===== src/rtl/alu_divider.sv =====
// ---------------------------------------------------------------------------
// alu_divider
//   Multi-cycle radix-2 restoring divider for RV32M DIV/DIVU/REM/REMU.
//   It divides operand magnitudes, producing one quotient bit per cycle, and
//   applies the sign fix-up in a final cycle. The busy output holds the
//   control FSM until the result is final.
//
// Handshake: an operation is accepted at a rising edge where op_valid=1 and
//   the unit is idle (busy=0). busy is high from the cycle after acceptance
//   until the cycle before done. done is a single-cycle pulse in the first
//   idle cycle, and result is valid from that cycle until the next operation
//   completes. op_valid while busy=1 is ignored. op_valid in the done cycle
//   starts a new operation.
//
// Ports
//   clk        in   1      core clock, rising edge
//   reset      in   1      asynchronous, active-low
//   op_valid   in   1      start request
//   funct3     in   3      100 DIV, 101 DIVU, 110 REM, 111 REMU
//   rs1        in   WIDTH  dividend
//   rs2        in   WIDTH  divisor
//   busy       out  1      operation in flight
//   done       out  1      result-ready pulse
//   result     out  WIDTH  quotient or remainder
//   dbg_state  out  2      current FSM state (0 IDLE, 1 RUN, 2 FIX)
// ---------------------------------------------------------------------------
module alu_divider #(
    parameter int WIDTH = 32
) (
    input  logic             clk,
    input  logic             reset,
    input  logic             op_valid,
    input  logic [2:0]       funct3,
    input  logic [WIDTH-1:0] rs1,
    input  logic [WIDTH-1:0] rs2,
    output logic             busy,
    output logic             done,
    output logic [WIDTH-1:0] result,
    output logic [1:0]       dbg_state
);

    localparam int CW = $clog2(WIDTH);

    typedef enum logic [1:0] {
        IDLE = 2'd0,
        RUN  = 2'd1,
        FIX  = 2'd2
    } state_t;

    state_t r_state;
    state_t w_next_state;

    logic [WIDTH-1:0] r_quo;
    logic [WIDTH-1:0] r_rem;
    logic [WIDTH:0]   r_div;
    logic [CW-1:0]    r_cnt;
    logic             r_is_rem;
    logic             r_neg_q;
    logic             r_neg_r;
    logic             r_special;
    logic             r_done;
    logic [WIDTH-1:0] r_result;

    // Operand decode at accept
    logic             w_signed;
    logic             w_div_zero;
    logic             w_ovf;
    logic             w_special;
    logic             w_accept;
    logic [WIDTH:0]   w_abs1;
    logic [WIDTH:0]   w_abs2;

    // One restoring step
    logic [WIDTH:0]   w_shifted;
    logic [WIDTH+1:0] w_diff;
    logic             w_ge;
    logic [WIDTH-1:0] w_fix_val;

    logic             w_unused;

    assign w_signed   = ~funct3[0];
    assign w_div_zero = (rs2 == '0);
    assign w_ovf      = w_signed && (rs1 == {1'b1, {(WIDTH-1){1'b0}}}) && (rs2 == '1);
    assign w_special  = w_div_zero || w_ovf;
    assign w_accept   = op_valid && (r_state == IDLE);

    // Magnitudes are one bit wider so that |-2^(WIDTH-1)| is representable.
    assign w_abs1 = (w_signed && rs1[WIDTH-1]) ? (~{1'b1, rs1} + 1'b1) : {1'b0, rs1};
    assign w_abs2 = (w_signed && rs2[WIDTH-1]) ? (~{1'b1, rs2} + 1'b1) : {1'b0, rs2};

    // The partial remainder is always below the divisor, so it fits in WIDTH bits.
    assign w_shifted = {r_rem, r_quo[WIDTH-1]};
    assign w_diff    = {1'b0, w_shifted} - {1'b0, r_div};
    assign w_ge      = ~w_diff[WIDTH+1];

    // Special results are preloaded exactly and must not be sign-adjusted.
    always_comb begin
        w_fix_val = '0;
        if (r_is_rem) begin
            w_fix_val = (r_neg_r && !r_special) ? (~r_rem + 1'b1) : r_rem;
        end else begin
            w_fix_val = (r_neg_q && !r_special) ? (~r_quo + 1'b1) : r_quo;
        end
    end

    assign w_unused = funct3[2] | w_abs1[WIDTH] | w_diff[WIDTH];

    // ---------------- FSM: state register ----------------
    always_ff @(posedge clk or negedge reset) begin
        if (!reset) begin
            r_state <= IDLE;
        end else begin
            r_state <= w_next_state;
        end
    end

    // ---------------- FSM: next state ----------------
    always_comb begin
        w_next_state = r_state;
        case (r_state)
            IDLE: begin
                if (op_valid) begin
                    w_next_state = w_special ? FIX : RUN;
                end
            end
            RUN: begin
                if (r_cnt == CW'(WIDTH - 1)) begin
                    w_next_state = FIX;
                end
            end
            FIX:     w_next_state = IDLE;
            default: w_next_state = IDLE;
        endcase
    end

    // ---------------- FSM: outputs ----------------
    always_comb begin
        busy      = (r_state == RUN) || (r_state == FIX);
        dbg_state = r_state;
    end

    // ---------------- Datapath ----------------
    always_ff @(posedge clk or negedge reset) begin
        if (!reset) begin
            r_quo     <= '0;
            r_rem     <= '0;
            r_div     <= '0;
            r_cnt     <= '0;
            r_is_rem  <= 1'b0;
            r_neg_q   <= 1'b0;
            r_neg_r   <= 1'b0;
            r_special <= 1'b0;
            r_done    <= 1'b0;
            r_result  <= '0;
        end else begin
            r_done <= (r_state == FIX);
            case (r_state)
                IDLE: begin
                    if (w_accept) begin
                        r_is_rem  <= funct3[1];
                        r_neg_q   <= w_signed && (rs1[WIDTH-1] ^ rs2[WIDTH-1]);
                        r_neg_r   <= w_signed && rs1[WIDTH-1];
                        r_special <= w_special;
                        r_cnt     <= '0;
                        r_div     <= w_abs2;
                        if (w_div_zero) begin
                            r_quo <= '1;
                            r_rem <= rs1;
                        end else if (w_ovf) begin
                            r_quo <= rs1;
                            r_rem <= '0;
                        end else begin
                            r_quo <= w_abs1[WIDTH-1:0];
                            r_rem <= '0;
                        end
                    end
                end
                RUN: begin
                    r_rem <= w_ge ? w_diff[WIDTH-1:0] : w_shifted[WIDTH-1:0];
                    r_quo <= {r_quo[WIDTH-2:0], w_ge};
                    r_cnt <= r_cnt + CW'(1);
                end
                FIX: begin
                    r_result <= w_fix_val;
                end
                default: ;
            endcase
        end
    end

    assign done   = r_done;
    assign result = r_result;

endmodule


===== config.mk =====
export PLATFORM = sky130hd
export DESIGN_NAME = alu_divider
export DESIGN_NICKNAME = d
export VERILOG_FILES = /design/src/rtl/alu_divider.sv
export SDC_FILE = /design/constraint.sdc
export NUM_CORES = 1
export LEC_CHECK = 0
export CAP_MARGIN = 20
export CORE_MARGIN = 10
export CORE_UTILIZATION = 61
export CTS_CLUSTER_DIAMETER = 120
export DETAILED_ROUTE_END_ITERATION = 6
export PLACE_DENSITY_LB_ADDON = 0.12
export SKIP_LAST_GASP = 1
export SLEW_MARGIN = 20
export SYNTH_ARGS = -nofsm -noshare
export SYNTH_HDL_FRONTEND = slang
export SYNTH_SLANG_ARGS = --single-unit
export TNS_END_PERCENT = 10

===== constraint.sdc =====
create_clock -name clk -period 7.8 [get_ports clk]
set_input_delay 1.56 -clock clk [delete_from_list [all_inputs] [get_ports clk]]
set_output_delay 1.56 -clock clk [all_outputs]
set_load 0.01 [all_outputs]

==> run metrics <==
post-cts resize count=0; Clk pwr share=14.2%; most common cell after layout, fill and taps aside=dfrtp_1; Net Switching=2870 uW; Via density=6.21; CP arrival=5.03 ns; CP Launch Type=primary input; final instance area=around 0.013 sq mm; I/O pins=106; vias post-DR=10200; Tcrit/Tclk final=60.1%; Switching Fraction=between 40% and 50%; gr ovfl total=0; Bufs on Longest Clock Path=2; average footprint of a synthesized cell=between 8 and 9 sq um; DR DRC count=4; total clock buffers created by CTS=17; Clk pin slew, worst setup/hold paths=0.06 ns; first-pass GRT wire length=49.4 mm; flops & latches, synth=about 140; pwr dens=about 480 mW/mm^2; fillers=1410; drt pass-1 iters=7; Syn Inst Count=around 1300; sequential area share after synthesis=32.2%; EDFF count, synth=0; share of layout cells above drive strength 1=6.32%; x dimension of the die=154 microns; Detail Route Antenna Nets=0; antenna violations before repair=0; Post-DP HPWL=22.9 mm; worst hold path class=flop to flop; CP Data Required Time=8.14 ns; clk sink count=141; Die ar.=~0.024 sq mm; WL final=30.4 mm; initial DRC count=roughly 770; GRT Total Usage=24.9%; outcome=complete, but fails checks; GPL Wtd Cong=0.961; Yosys warnings=0; P_int=3210 uW; Rel. slew slack=31.2%; most frequent cells in the layout=dfrtp_1 (140), o21ai_0 (138), a21oi_1 (133); static leakage=0.00509 uW; area grow syn2layout=16.0%; largest net degree at the start of global routing=88; Pins Over Slew Limit=0; Die H=154 microns; Distinct cells, synth=75; CTS H-Tree Depth=4; Peak VDD IR=0.258 mV; TNS Setup=0 ns; Initial Utilization=62.7%; final hold vios=0; power share of the sequential group=25.9%; f_max=~0.21 GHz; Min Clock Period, post-route=4.69 ns; Synth Net Count=1461; Root Driver=clkbuf_16; ANT cells=0; Placed Area=0.0121 sq mm; WL/cell=18.4 microns; post-CTS setup buffer count=0; CTS tree=done; core area=0.0175 sq mm; actual slew at the worst max-slew pin=1.03 ns; Crit. End Element=flop; Most used DFF post-synth=dfrtp_1; failing checks=design-rule violations; setup violators final=0; fin nets=1525; Async SR Flop Fraction=100%; RSZ-0062 raised after global routing=false; crit path max fanout=29; critical path class=primary input to flop; Row Count=48; clk_skew=0.00990 ns; synthesized area=0.0110 sq mm; clk_lat worst skew=0.43 ns; Gate power share=59.9%; Hold-fix buffers, CTS=0; vias in the first global route=9796; max-cap violations=0; area of the multi-input gates=0.00688 sq mm; flip-flop and latch area=between 0.003 and 0.004 sq mm; PortBufs=104
-- state kept, by name, indices dropped and copies added (netlist names) --
name,cells
r_div,33
r_quo,32
r_neg_r,1
r_rem,32
r_cnt,5
result,32
done,1
r_special,1
dbg_state,2
r_neg_q,1
r_is_rem,1
-- worst max-delay path, stage by stage --
cell and delay, ns:
clkdlybuf4s50_1 0.44, inv_1 0.09, ha_1 0.15, or3b_1 0.41, nor4_2 0.63, and4_1 0.37
nand2_1 0.14, nor4_4 0.15, buf_4 0.26, and2_1 0.17, buf_4 0.31, a221oi_1 0.16
a22oi_1 0.18
-- synthesized netlist by cell type, types with 20 or more instances --
master | n | share of area, %
a21o_1 | 20 | 1.4
a21oi_1 | 134 | 6.1
clkbuf_1 | 51 | 1.7
dfrtp_1 | 141 | 32
ha_1 | 43 | 4.9
inv_1 | 75 | 2.6
nand2_1 | 124 | 4.2
nand3_1 | 21 | 0.96
nor2_1 | 100 | 3.4
nor3_1 | 28 | 1.3
o211ai_1 | 22 | 1.5
o21ai_0 | 138 | 6.3
o31ai_1 | 23 | 1.6
or3_1 | 34 | 1.9
xnor2_1 | 80 | 6.4
xor2_1 | 64 | 5.1
-- path summary, 6_finish.rpt --
| kind | startpoint | cells after the start | endpoint | slack [ns] |
|---|---|---|---|---|
| max | rs2[1] | 13 | r_rem[0]$_DFFE_PN0P_ | 3.11 |
| min | r_div[18]$_DFFE_PN0P_ | 2 | r_div[18]$_DFFE_PN0P_ | 0.48 |
| max reg2reg | r_rem[4]$_DFFE_PN0P_ | 11 | r_rem[24]$_DFFE_PN0P_ | 3.71 |
| min reg2reg | r_div[18]$_DFFE_PN0P_ | 2 | r_div[18]$_DFFE_PN0P_ | 0.48 |
| max in group asynchronous | reset | 2 | r_rem[23]$_DFFE_PN0P_ | 5.34 |
| min in group asynchronous | reset | 1 | result[4]$_DFFE_PN0P_ | 1.13 |
-- power groups by stage --
stage	clock (uW)	combinational, uW	sequential (uW)
floorplan	0	2690	1420
global placement	0	3510	1540
detailed placement	0	3570	1560
CTS	871	3600	1550
global route	902	4050	1620
finish	865	3640	1570
-- kinds of logic (layout without fill, tap and decap cells) --
group           Yosys count  count (layout)  share of synthesized area [%]
flops                   141             141                           32.2
compound gates          441             441                           24.9
simple gates            419             419                           19.7
fa+ha+maj                44              44                           5.09
xor+xnor                144             144                           11.5
buf+inv                 145             222                           5.26
mux                      13              13                           1.31
-- metal layers --
layer	share of wire, %	global-route usage, %
met1	43	32.1
met2	46	40.1
met3	8.1	4.94
met4	3.2	9.72
met5	0	0
-- stage by stage --
| step | setup WS [ns] | power (uW) | cells | hold WS (ns) | util (%) |
|---|---|---|---|---|---|
| after floorplan | 3.89 | 4120 | 1347 | 0.445 | - |
| after global placement | 2.75 | 5050 | 1616 | 0.461 | 69.2 |
| after detailed placement | 2.73 | 5130 | 1617 | 0.470 | 69.2 |
| after CTS | 3.17 | 6020 | 1649 | 0.483 | 72.8 |
| after global routing | 2.86 | 6570 | 1649 | 0.510 | 72.8 |
| final | 3.11 | 6070 | 1649 | 0.475 | 72.8 |
-- area by class of cell --
cell class              count  area share, %
flip-flops and latches    141           27.8
multi-input cells        1061           54.1
inverters                  75           2.21
well taps                 225           2.21
repair buffers            115           8.85
clock buffers              18           3.38
clock inverters            14           1.52
No activity file was read; power rests on OpenSTA's default activity.
